==> config.mk <==
export PLATFORM = sky130hd
export DESIGN_NAME = shift_seq_ctrl
export DESIGN_NICKNAME = d
export VERILOG_FILES = /design/src/rtl/shift_seq_ctrl.sv
export SDC_FILE = /design/constraint.sdc
export NUM_CORES = 1
export LEC_CHECK = 0
export BUFFER_PORTS_ARGS = -buffer_cell sky130_fd_sc_hd__buf_4
export CAP_MARGIN = 20
export CELL_PAD_IN_SITES_DETAIL_PLACEMENT = 0
export CELL_PAD_IN_SITES_GLOBAL_PLACEMENT = 1
export CORE_ASPECT_RATIO = 1.1
export CORE_MARGIN = 2
export CORE_UTILIZATION = 36
export DETAILED_ROUTE_END_ITERATION = 7
export PLACE_DENSITY_LB_ADDON = 0.15
export SYNTH_ARGS = -nofsm -noshare
export SYNTH_HDL_FRONTEND = slang
export SYNTH_SLANG_ARGS = --single-unit
==> constraint.sdc <==
create_clock -name clk -period 2.75 [get_ports clk]
set_clock_uncertainty 0.05 [all_clocks]
set_input_delay 0.55 -clock clk [delete_from_list [all_inputs] [get_ports clk]]
set_output_delay 0.55 -clock clk [all_outputs]
set_load 0.01 [all_outputs]
==> src/rtl/shift_seq_ctrl.sv <==
// shift_seq_ctrl: sequences a long shift/rotate through an external
// combinational shifter that can move at most MAX_STEP positions per pass.
//
// Handshake: start is a one-cycle request that is sampled only while idle
// (busy low); requests raised while busy are dropped, not queued. done is a
// single-cycle pulse, and result_out/carry_out are valid from that pulse
// until the next done.
//
// Timing: the edge that accepts start is cycle 0. Each RUN cycle performs one
// shifter pass. The DONE cycle copies the final work value and carry to the
// outputs, so done is seen ceil(count/MAX_STEP)+1 cycles after acceptance
// (1 cycle when count_in is 0).
module shift_seq_ctrl #(
  parameter int unsigned MAX_STEP = 7
) (
  input  logic       clk,
  input  logic       rst,
  input  logic       start,
  input  logic [7:0] data_in,
  input  logic [4:0] count_in,
  input  logic [1:0] op_in,
  output logic       busy,
  output logic       done,
  output logic [7:0] result_out,
  output logic       carry_out,
  output logic [2:0] sh_count,
  output logic [7:0] sh_data,
  output logic [1:0] sh_op,
  input  logic [7:0] sh_result,
  input  logic       sh_c,
  output logic [1:0] dbg_state
);

  typedef enum logic [1:0] {
    S_IDLE = 2'd0,
    S_RUN  = 2'd1,
    S_DONE = 2'd2
  } state_e;

  localparam logic [4:0] MAX_STEP_W = 5'(MAX_STEP);

  state_e     state_q;
  logic [7:0] work_q;
  logic [1:0] op_q;
  logic [4:0] remaining_q;
  logic       carry_q;
  logic [7:0] result_q;
  logic       cout_q;
  logic       busy_q;
  logic       done_q;

  logic [2:0] step_d;
  logic [4:0] remaining_d;

  // Per-pass distance: never more than what is left, so remaining cannot wrap.
  always_comb begin
    step_d = 3'd0;
    if (state_q == S_RUN) begin
      if (remaining_q < MAX_STEP_W) begin
        step_d = remaining_q[2:0];
      end else begin
        step_d = MAX_STEP_W[2:0];
      end
    end
    remaining_d = remaining_q - {2'b00, step_d};
  end

  // Control FSM plus all datapath registers and registered outputs.
  always_ff @(posedge clk or posedge rst) begin
    if (rst) begin
      state_q     <= S_IDLE;
      work_q      <= 8'h00;
      op_q        <= 2'b00;
      remaining_q <= 5'd0;
      carry_q     <= 1'b0;
      result_q    <= 8'h00;
      cout_q      <= 1'b0;
      busy_q      <= 1'b0;
      done_q      <= 1'b0;
    end else begin
      done_q <= 1'b0;
      case (state_q)
        S_IDLE: begin
          if (start) begin
            work_q      <= data_in;
            op_q        <= op_in;
            remaining_q <= count_in;
            carry_q     <= 1'b0;
            busy_q      <= 1'b1;
            state_q     <= (count_in == 5'd0) ? S_DONE : S_RUN;
          end
        end
        S_RUN: begin
          work_q      <= sh_result;
          carry_q     <= sh_c;
          remaining_q <= remaining_d;
          if (remaining_d == 5'd0) begin
            state_q <= S_DONE;
          end
        end
        S_DONE: begin
          result_q <= work_q;
          cout_q   <= carry_q;
          done_q   <= 1'b1;
          busy_q   <= 1'b0;
          state_q  <= S_IDLE;
        end
        default: begin
          busy_q  <= 1'b0;
          state_q <= S_IDLE;
        end
      endcase
    end
  end

  assign sh_count   = step_d;
  assign sh_data    = work_q;
  assign sh_op      = op_q;
  assign busy       = busy_q;
  assign done       = done_q;
  assign result_out = result_q;
  assign carry_out  = cout_q;
  assign dbg_state  = state_q;

endmodule

==> qor.yml <==
status:
  outcome: "completed"
synth:
  synth-seq-cells: 29
  synth_area_leader_cell: "dfrtp_1"
  synth.most_common_cell: "dfrtp_1"
  synth-warning-count: 0
  yosys.area.top_type_share_pct: 49.6
  synth_seq_area_share_pct: 49.6
  ys.flop_type: "dfrtp_1"
  synth_top_cells_by_count: "dfrtp_1 (29), nand2_1 (13), nor2_1 (12), o21ai_0 (12), mux2_2 (11)"
  avgSynthCellArea_um2: 10.3
  ys_async_sr_fraction_pct: 100
  synth_area_um2: 1460
  synth-edff-count: 0
  synth.area.top_cells: "dfrtp_1 (50%), mux2_2 (8.5%), mux2i_1 (6.2%)"
  netlist-cell-type-count: 33
  syn-num-nets: 171
  syn_inst: 142
worst_setup_path:
  crit_path_frequent_cell: "ha_2"
  slowest_delay_ns: 0.43
  crit_arrival_ns: 2.66
  r2r-start: "remaining_q[3]"
  cpMaxStageDelayCell: "dfrtp_2"
  cp-start-kind: "register"
  critPathLaunch: "remaining_q[3]"
  worst_setup_path_end_kind: "register"
  path_max_fanout: 7
  worst-endpoint-required_ns: 2.85
  crit_type: "reg -> reg"
  crit_chain: "nor2_1 -> a21oi_2 -> ha_2 -> inv_1 -> ha_2 -> or3b_1 -> a221oi_2 -> o211ai_1 -> nor4_2 -> o22ai_1"
sta:
  fin_tns_setup_ns: 0
  final_max_slew_viol_count: 0
  hold_viol: 0
  rsz0062_at_grt: "no"
  slew_headroom_pct: 76.1
  fin_crit_sh_pct: 93.3
  max_freq_mhz: 390
  finalSetupViolCount: 0
  worst_pin_slew_ns: 0.353
  min_period_ns: 2.57
clock_tree:
  cts_hold_buffers: 0
  postCtsSetupBuffers: 0
  clk_path_buf_depth: 2
  h-tree-depth: 2
  cts_tree: "built"
  cts_sinks: 29
  cts_buffers: 5
  worstSkewPairLatency_ns: 0.27
  cts-root-buf: "clkbuf_8"
  clkTransAtPathRegs_ns: 0.07
routing:
  ant_nets: 0
  routed_wl_um: 3520
  first_pass_iters: 4
  viasPerCell: 4.88
  vias: 1225
  wl_per_cell_um: 14.0
  initialDrtViolationCount: 65
  drc_errors: 0
die:
  die_area_um2: 4590
  boundaryPins: 53
  num_rows: 24
  die_x_um: 64.8
  core_area_um2: 3930
  dieHeight_um: 70.9
  start_util_pct: 37.2
pwr:
  max-vdd-ir-drop_v: 0.000545
  powerDensity_nw_per_um2: 1230
  leakage_uw: 0.00100
layout:
  stdcell_count: 251
  layout-drive-gt1-share_pct: 45.7
  syn2layout_area_growth_pct: 41.0
  layout.nets: 227
  diodes: 0
placed_design:
  placed_cells: 243
  gp_congestion: 0.857
  dp_hpwl_um: 2470
  io_buffer_count: 52
worst_hold_path:
  min_path_type: "in -> async"
grt:
  grt_max_degree: 32
  grt-ovfl-total: 0
  grt_usage_pct: 15.5
  grt_pass1_wl_um: 5550
  grt_pass1_vias: 1167
  antenna_found_initial: 0
run:
  cap_violations: 0
## cell type report
type,count,area (um^2)
clock buffers,7,86.3
clock inverters,1,30.0
fillers,381,1870
inverters,6,22.5
multi-input cells,97,688
flip-flops and latches,29,727
well taps,52,65.1
repair buffers,59,443
## power by group
group          internal, uW  switching [uW]
clock                   295             158
combinational           646             631
sequential              629             172
total                  1570             961
## cell usage in the layout (no fill, tap or decap), drive strengths merged, types with 3 or more instances in the layout
cell type,n
o21ai,13
mux2i,9
clkbuf,7
nand2,13
buf,59
dfrtp,29
mux2,11
inv,6
nor2,12
nor2b,3
a21oi,8
## cells by family after synthesis
| family | synth area share, % |
|---|---|
| muxes | 14.6 |
| adders and majority gates | 1.71 |
| and+or+nand+nor | 14.2 |
| DFF | 49.6 |
| AOI/OAI and AO/OA | 14.4 |
| buffers and inverters | 5.47 |
## final timing paths
kind | cells past startpoint | slack, ns | endpoint
max | 10 | 0.18 | dbg_state[0]
min | 3 | 0.31 | result_out[7]
max reg2reg | 10 | 0.18 | dbg_state[0]
min reg2reg | 2 | 0.45 | busy
max in group asynchronous | 3 | 2.06 | remaining_q[3]
min in group clk | 3 | 0.43 | sh_data[5]
## repair_timing
item / CTS / global route
resized for setup: 0 / 8
hold endpoints to repair: 0 / 0
setup endpoints to repair: 0 / 1
## critical path, delay by kind of cell, from the launching register on
family / cells / cell delay, ns
AO/OA/AOI/OAI: 4 / 0.73
adder cells (fa/ha/maj): 2 / 0.37
buffers and inverters: 1 / 0.05
flip-flops: 1 / 0.43
AND/OR/NAND/NOR: 3 / 0.79
## per-layer routing
metal,vias up,track usage [%],share of wire [%]
li1,605,-,-
met1,578,19.4,43
met2,40,26.5,51
met3,2,5.25,6.3
met4,0,2.13,0.34
met5,-,0,0
## sequential cells by signal (all words and copies together), names as in the netlist
name         count
sh_op            2
sh_data          8
result_out       8
busy             1
carry_q          1
dbg_state        2
done             1
remaining_q      5
carry_out        1
## through the flow
| step | instance area, um^2 | setup WS, ns | util, % | hold slack, ns | total power, uW |
|---|---|---|---|---|---|
| 6_report | 2060 | 0.184 | 52.4 | 0.306 | 2530 |
| 5_1_grt | 2060 | 0.0199 | 52.4 | 0.336 | 2720 |
| 4_1_cts | 2030 | 0.169 | 51.7 | 0.313 | 2500 |
| 3_5_place_dp | 1920 | 0.228 | 48.8 | 0.446 | 2040 |
| 3_3_place_gp | 1920 | 0.394 | 48.8 | 0.428 | 2020 |
| 2_1_floorplan | 1460 | 0.0122 | - | 0.410 | 1560 |
(Power assumes the default switching activity.)
